File: config.mk
export PLATFORM = sky130hd
export DESIGN_NAME = div_unit_flat
export DESIGN_NICKNAME = d
export VERILOG_FILES = /design/src/rtl/div_unit_if.sv /design/src/rtl/div_unit.sv /design/src/flat_wrapper.sv
export SDC_FILE = /design/constraint.sdc
export NUM_CORES = 1
export LEC_CHECK = 0
export BUFFER_PORTS_ARGS = -buffer_cell sky130_fd_sc_hd__buf_2
export CORE_ASPECT_RATIO = 0.5
export CORE_MARGIN = 1
export CORE_UTILIZATION = 60
export DETAILED_ROUTE_END_ITERATION = 6
export PLACE_DENSITY_LB_ADDON = 0.25
export SYNTH_ARGS = -nofsm -noshare
export SYNTH_HDL_FRONTEND = slang
export SYNTH_SLANG_ARGS = --single-unit
File: constraint.sdc
create_clock -name clk -period 11.5 [get_ports clk]
set_input_delay 1.15 -clock clk [delete_from_list [all_inputs] [get_ports clk]]
set_output_delay 1.15 -clock clk [all_outputs]
set_load 0.02 [all_outputs]
File: src/rtl/div_unit_if.sv
// Execute-stage divider bus: issue controls and operands from the pipeline,
// registered {HI, LO} result and the ready/stall handshake back to it.
interface div_unit_if;
  logic        start;
  logic        signeddiv;
  logic        annul;
  logic [31:0] a;
  logic [31:0] b;
  logic [63:0] result;
  logic        ready;
  logic        stall;

  // Pipeline side: issues divisions, consumes result and stall.
  modport master (
    output start, signeddiv, annul, a, b,
    input  result, ready, stall
  );

  // Divider side.
  modport slave (
    input  start, signeddiv, annul, a, b,
    output result, ready, stall
  );
endinterface

File: src/rtl/div_unit.sv
// Multi-cycle radix-2 restoring divider for MIPS DIV/DIVU.
// Divides magnitudes over 32 iterations, then fixes up signs when
// loading the {remainder, quotient} result register.
module div_unit (
  input  logic       clk,
  input  logic       rst,
  div_unit_if.slave  bus
);

  typedef enum logic [1:0] {
    ST_IDLE    = 2'd0,
    ST_DIVZERO = 2'd1,
    ST_ON      = 2'd2,
    ST_END     = 2'd3
  } state_e;

  state_e      state_q, state_d;
  logic [4:0]  cnt_q, cnt_d;
  logic [32:0] rem_q, rem_d;
  logic [31:0] quo_q, quo_d;
  logic [31:0] dvsr_q, dvsr_d;
  logic        qneg_q, qneg_d;
  logic        rneg_q, rneg_d;
  logic [63:0] result_q, result_d;

  logic        start_ok;
  logic        b_zero;
  logic        last_iter;
  logic [32:0] shift_rem;
  logic [31:0] shift_quo;
  logic [33:0] trial;
  logic [32:0] iter_rem;
  logic [31:0] iter_quo;
  logic [31:0] fix_quo;
  logic [31:0] fix_rem;

  assign start_ok  = bus.start & ~bus.annul;
  assign b_zero    = (bus.b == 32'd0);
  assign last_iter = (cnt_q == 5'd31);

  // One restoring-division step on {rem, quo}, plus the sign fix-up of its outcome.
  always_comb begin
    // NOTE: combinational logic uses blocking '=' so later statements see the updated value.
    shift_rem = {rem_q[31:0], quo_q[31]};
    shift_quo = {quo_q[30:0], 1'b0};
    trial     = {1'b0, shift_rem} - {2'b00, dvsr_q};
    if (trial[33]) begin
      iter_rem = shift_rem;
      iter_quo = shift_quo;
    end else begin
      iter_rem = trial[32:0];
      iter_quo = {shift_quo[31:1], 1'b1};
    end
    fix_quo = qneg_q ? (32'd0 - iter_quo) : iter_quo;
    fix_rem = rneg_q ? (32'd0 - iter_rem[31:0]) : iter_rem[31:0];
  end

  // State register.
  always_ff @(posedge clk or posedge rst) begin
    // NOTE: sequential state uses non-blocking '<=' so all registers update together.
    if (rst) state_q <= ST_IDLE;
    else     state_q <= state_d;
  end

  // Next-state logic; annul aborts any division in flight.
  always_comb begin
    // NOTE: default first so no path leaves state_d unassigned and no latch is inferred.
    state_d = state_q;
    unique case (state_q)
      ST_IDLE: begin
        if (start_ok) state_d = b_zero ? ST_DIVZERO : ST_ON;
      end
      ST_ON: begin
        if (bus.annul)     state_d = ST_IDLE;
        else if (last_iter) state_d = ST_END;
      end
      ST_DIVZERO: begin
        state_d = bus.annul ? ST_IDLE : ST_END;
      end
      ST_END: begin
        state_d = ST_IDLE;
      end
      default: state_d = ST_IDLE;
    endcase
  end

  // Outputs: stall holds F/D/E until the END cycle; ready pulses in END unless annulled.
  always_comb begin
    bus.stall  = 1'b0;
    bus.ready  = 1'b0;
    bus.result = result_q;
    unique case (state_q)
      ST_IDLE:    bus.stall = ~bus.annul & bus.start;
      ST_ON:      bus.stall = ~bus.annul;
      ST_DIVZERO: bus.stall = ~bus.annul;
      ST_END:     bus.ready = ~bus.annul;
      default:    bus.stall = 1'b0;
    endcase
  end

  // Datapath next values: operand capture, iteration, result load.
  always_comb begin
    cnt_d    = cnt_q;
    rem_d    = rem_q;
    quo_d    = quo_q;
    dvsr_d   = dvsr_q;
    qneg_d   = qneg_q;
    rneg_d   = rneg_q;
    result_d = result_q;
    unique case (state_q)
      ST_IDLE: begin
        if (start_ok) begin
          cnt_d = 5'd0;
          rem_d = 33'd0;
          if (b_zero) begin
            // Raw dividend is kept so it can be returned as the remainder.
            quo_d  = bus.a;
            dvsr_d = 32'd0;
            qneg_d = 1'b0;
            rneg_d = 1'b0;
          end else if (bus.signeddiv) begin
            quo_d  = bus.a[31] ? (32'd0 - bus.a) : bus.a;
            dvsr_d = bus.b[31] ? (32'd0 - bus.b) : bus.b;
            rneg_d = bus.a[31];
            qneg_d = bus.a[31] ^ bus.b[31];
          end else begin
            quo_d  = bus.a;
            dvsr_d = bus.b;
            qneg_d = 1'b0;
            rneg_d = 1'b0;
          end
        end
      end
      ST_ON: begin
        if (!bus.annul) begin
          rem_d = iter_rem;
          quo_d = iter_quo;
          cnt_d = cnt_q + 5'd1;
          if (last_iter) result_d = {fix_rem, fix_quo};
        end
      end
      ST_DIVZERO: begin
        if (!bus.annul) result_d = {quo_q, 32'hFFFF_FFFF};
      end
      default: ;
    endcase
  end

  // Datapath registers.
  always_ff @(posedge clk or posedge rst) begin
    if (rst) begin
      cnt_q    <= 5'd0;
      rem_q    <= 33'd0;
      quo_q    <= 32'd0;
      dvsr_q   <= 32'd0;
      qneg_q   <= 1'b0;
      rneg_q   <= 1'b0;
      result_q <= 64'd0;
    end else begin
      cnt_q    <= cnt_d;
      rem_q    <= rem_d;
      quo_q    <= quo_d;
      dvsr_q   <= dvsr_d;
      qneg_q   <= qneg_d;
      rneg_q   <= rneg_d;
      result_q <= result_d;
    end
  end

endmodule

File: src/flat_wrapper.sv
// flat-port wrapper written by rule: the top's interface ports become plain ports
module div_unit_flat 
  (clk, rst, bus_start, bus_signeddiv, bus_annul, bus_a, bus_b, bus_result, bus_ready, bus_stall);
  div_unit_if bus_i ();
  input  logic clk;
  input  logic rst;
  input wire logic [$bits(bus_i.start)-1:0] bus_start;
  input wire logic [$bits(bus_i.signeddiv)-1:0] bus_signeddiv;
  input wire logic [$bits(bus_i.annul)-1:0] bus_annul;
  input wire logic [$bits(bus_i.a)-1:0] bus_a;
  input wire logic [$bits(bus_i.b)-1:0] bus_b;
  output wire logic [$bits(bus_i.result)-1:0] bus_result;
  output wire logic [$bits(bus_i.ready)-1:0] bus_ready;
  output wire logic [$bits(bus_i.stall)-1:0] bus_stall;
  assign bus_i.start = bus_start;
  assign bus_i.signeddiv = bus_signeddiv;
  assign bus_i.annul = bus_annul;
  assign bus_i.a = bus_a;
  assign bus_i.b = bus_b;
  assign bus_result = bus_i.result;
  assign bus_ready = bus_i.ready;
  assign bus_stall = bus_i.stall;
  div_unit u_core (.clk(clk), .rst(rst), .bus(bus_i));
endmodule
==> metrics.md <==
| Metric | Value |
|---|---|
| Result of the run | `finished, final reports clean` |
| Boundary pin count | `135` |
| Post-synth top area cell | `sky130_fd_sc_hd__dfrtp_1` |
| Starting Density | `0.626` |
| Max Clock Freq | `0.177 GHz` |
| Antenna cell count | `0` |
| Layout net count | `1741` |
| Number of placed instances, taps included | `1874` |
| Sequential fraction of the synthesis area | `0.339` |
| Clock Sinks | `169` |
| Post_cts resized | `0` |
| # setup viols final | `0` |
| Period Utilization, post-route | `0.492` |
| Clk root buf | `sky130_fd_sc_hd__clkbuf_16` |
| Number of design-rule violations left by the first detailed-router iteration | `1182` |
| GR Util All Layers | `0.360` |
| DRC violations left | `0` |
| TritonCTS clock tree | `done` |
| Final Hold Vio Count | `0` |
| Number of slew-limit violations in the final report | `0` |
| Worst-case clock buffer depth | `2` |
| Port Buffers | `134` |
| Detail-routed via count per cell | `6.33` |
| Fraction of final layout cells sized beyond drive strength 1 | `0.136` |
| Worst Path Class, Setup | `reg2reg` |
| Number of nets produced by synthesis | `1654` |
| Area share of the largest cell type after synthesis | `0.339` |
| Syn Std Cell Area | `0.0125 mm2` |
| Non-Filler Instances | `1905` |
| Sum of negative setup slack | `0 ns` |
| Number of synthesized register bits | `169` |
| Primary flip-flop cell chosen by synthesis mapping | `sky130_fd_sc_hd__dfrtp_1` |
| Clock Latency Late Sink | `0.46 ns` |
| Post-synthesis async set-or-reset flop share | `1.00` |
| Area of the multi-input gates | `0.00775 mm2` |
| Post-synth EDFFs | `0` |
| Drt total wl | `37.4 mm` |
| Footprint of the flip-flops and latches | `0.00423 mm2` |
| Layout overhead on the synthesized area | `11.6%` |
| Worst slew margin relative to its limit | `0.282` |
| Number of inserted filler cells in the final layout | `1624` |
| Number of placement rows | `36` |
| Endpoint kind of the worst setup timing path | `register` |
| Slew at the pin closest to its max-slew limit | `1.08 ns` |
| Dominant cells by area after synthesis | `sky130_fd_sc_hd__dfrtp_1 (34%), sky130_fd_sc_hd__o21ai_0 (7.4%), sky130_fd_sc_hd__nand2_1 (6.8%), sky130_fd_sc_hd__xor2_1 (5.8%), sky130_fd_sc_hd__a21oi_1 (4.4%)` |
| Post-Route Skew | `0.0137 ns` |
| Kind of path behind the tightest hold check | `reg2reg` |
| Maximum number of pins on one net before global-route repair | `94` |
| Final critical-path required period | `5.65 ns` |
| Width of the die | `206 um` |
| Critical path data arrival time | `5.99 ns` |
| Area of the core region | `0.0199 mm2` |
| Largest fanout of any net on the critical path | `14` |
| RSZ-0062 raised after global routing | `false` |
| Worst setup timing slack at the placement stage | `6.01 ns` |
| CTS H-tree lvls | `4` |
| Most instantiated library cell after synthesis | `sky130_fd_sc_hd__nand2_1` |
| TritonCTS Buffers | `17` |
| Kind of start point of the critical path | `register` |
| DR pass1 iterations | `6` |
| Initial antenna violation count | `0` |
| First-pass GRT wire length | `59.9 mm` |
| Placed wire-length estimate after detailed placement | `27.7 mm` |
| Logic depth of the worst register-to-register path | `17` |
| Hold Crit Depth | `2` |
| RD Place Congestion | `0.977` |
| Per-cell routed wire length | `19.7 um` |
| Cells after synthesis | `1540` |
| Worst path required time | `11.83 ns` |
| Post-CTS setup buffer count | `0` |
| Commonest cells in the synthesized netlist | `sky130_fd_sc_hd__nand2_1 (227), sky130_fd_sc_hd__o21ai_0 (184), sky130_fd_sc_hd__dfrtp_1 (169)` |
| Number of buffers inserted by hold repair at cts | `0` |
| Number of maximum-capacitance constraint violations | `0` |
| Clock-pin slew of the registers on the worst-case setup and hold paths | `0.07 ns` |
| Count of warnings emitted by yosys | `0` |
| Count of different cell masters after synthesis | `73` |
| Final worst slack | `5.85 ns` |
| Die Y | `104 um` |
| Via count of the first global-routing pass | `11200` |
| Average cell area after synthesis | `8.10 um2` |
| Count of antenna-violating nets left after detailed routing | `0` |
| Grt total ovfl | `0` |
| Count of vias placed by the detailed router | `12100` |
| Area enclosed by the die boundary | `0.0214 mm2` |
-- cells by family after synthesis --
family          share of synthesized area
compound gates                      0.237
xor+xnor                           0.0927
fa+ha+maj                          0.0458
buf+inv                            0.0417
flops                               0.339
mux                                0.0470
simple gates                        0.197
-- state kept, by name (all words and copies together), names as in the netlist --
| name | count |
|---|---|
| u_core.bus.result | 64 |
| u_core.dvsr_q | 32 |
| u_core.quo_q | 32 |
| u_core.rem_q | 32 |
| u_core.cnt_q | 5 |
| u_core.state_q | 2 |
| u_core.qneg_q | 1 |
| u_core.rneg_q | 1 |
-- layout make-up --
type	instances	area share
timing repair buffer	147	0.0552
clock buffer	17	0.0306
multi-input combinational	1236	0.557
clock inverter	14	0.0138
inverter	56	0.0155
tap	266	0.0239
sequential	169	0.304
-- through the flow --
step / cell area, um2 / hold slack [ns] / utilization
global placement: 13300 / 0.450 / 0.668
floorplan: 12500 / 0.450 / -
detailed placement: 13300 / 0.456 / 0.668
finish: 13900 / 0.482 / 0.699
global route: 13900 / 0.513 / 0.699
CTS: 13900 / 0.478 / 0.699
-- final timing paths --
path                              startpoint               endpoint  slack (ns)
setup / recovery            u_core.rem_q[19]  u_core.bus.result[62]        5.85
hold / removal             u_core.dvsr_q[13]      u_core.dvsr_q[13]        0.48
setup reg to reg            u_core.rem_q[19]  u_core.bus.result[62]        5.85
hold reg to reg            u_core.dvsr_q[13]      u_core.dvsr_q[13]        0.48
max in group asynchronous                rst      u_core.dvsr_q[19]        9.09
min in group asynchronous                rst   u_core.bus.result[6]        0.87
-- cells in the final DEF (no fill, tap or decap), types with 10 or more instances in the layout --
cell	instances
sky130_fd_sc_hd__inv_1	55
sky130_fd_sc_hd__nor3_1	19
sky130_fd_sc_hd__buf_4	13
sky130_fd_sc_hd__a21oi_1	110
sky130_fd_sc_hd__dfrtp_1	169
sky130_fd_sc_hd__mux2i_1	36
sky130_fd_sc_hd__o21a_1	18
sky130_fd_sc_hd__and3_1	13
sky130_fd_sc_hd__o21ai_0	184
sky130_fd_sc_hd__ha_1	42
sky130_fd_sc_hd__o41ai_1	17
sky130_fd_sc_hd__nand2_1	227
sky130_fd_sc_hd__nor2_1	103
sky130_fd_sc_hd__nor4_1	10
sky130_fd_sc_hd__or2_2	10
sky130_fd_sc_hd__mux2_2	20
sky130_fd_sc_hd__o31ai_1	32
sky130_fd_sc_hd__nand3_1	25
sky130_fd_sc_hd__a211oi_1	13
sky130_fd_sc_hd__or3_1	24
sky130_fd_sc_hd__and2_1	12
sky130_fd_sc_hd__clkbuf_16	17
sky130_fd_sc_hd__buf_2	134
sky130_fd_sc_hd__xor2_1	83
sky130_fd_sc_hd__nand2b_1	13
sky130_fd_sc_hd__xnor2_1	49
sky130_fd_sc_hd__or4_1	21
sky130_fd_sc_hd__o22ai_1	22
sky130_fd_sc_hd__o211ai_1	16
-- critical path: stages, from the launching register on --
cell and delay, ns:
sky130_fd_sc_hd__dfrtp_1 0.45, sky130_fd_sc_hd__ha_1 0.48, sky130_fd_sc_hd__a21oi_1 0.25, sky130_fd_sc_hd__o21ai_0 0.26
sky130_fd_sc_hd__a211oi_1 0.45, sky130_fd_sc_hd__o21a_1 0.39, sky130_fd_sc_hd__nand2_1 0.21, sky130_fd_sc_hd__o21ai_0 0.38
sky130_fd_sc_hd__ha_1 0.28, sky130_fd_sc_hd__o211ai_1 0.16, sky130_fd_sc_hd__or3_1 0.36, sky130_fd_sc_hd__o41a_1 0.39
sky130_fd_sc_hd__a2111oi_0 0.30, sky130_fd_sc_hd__buf_4 0.21, sky130_fd_sc_hd__nand4_1 0.13, sky130_fd_sc_hd__o41ai_1 0.42
sky130_fd_sc_hd__xor2_1 0.27, sky130_fd_sc_hd__o22ai_1 0.12
-- layer usage --
layer	global-route usage	wire length, um	share of wire
met5	0	0	0
met4	0.0835	510	0.014
met3	0.0811	3760	0.10
met2	0.523	15900	0.42
met1	0.540	17300	0.46
Power is left out: the tool's default activity adds up to more than one toggle a clock period on the data nets, which glitch-free logic cannot reach.
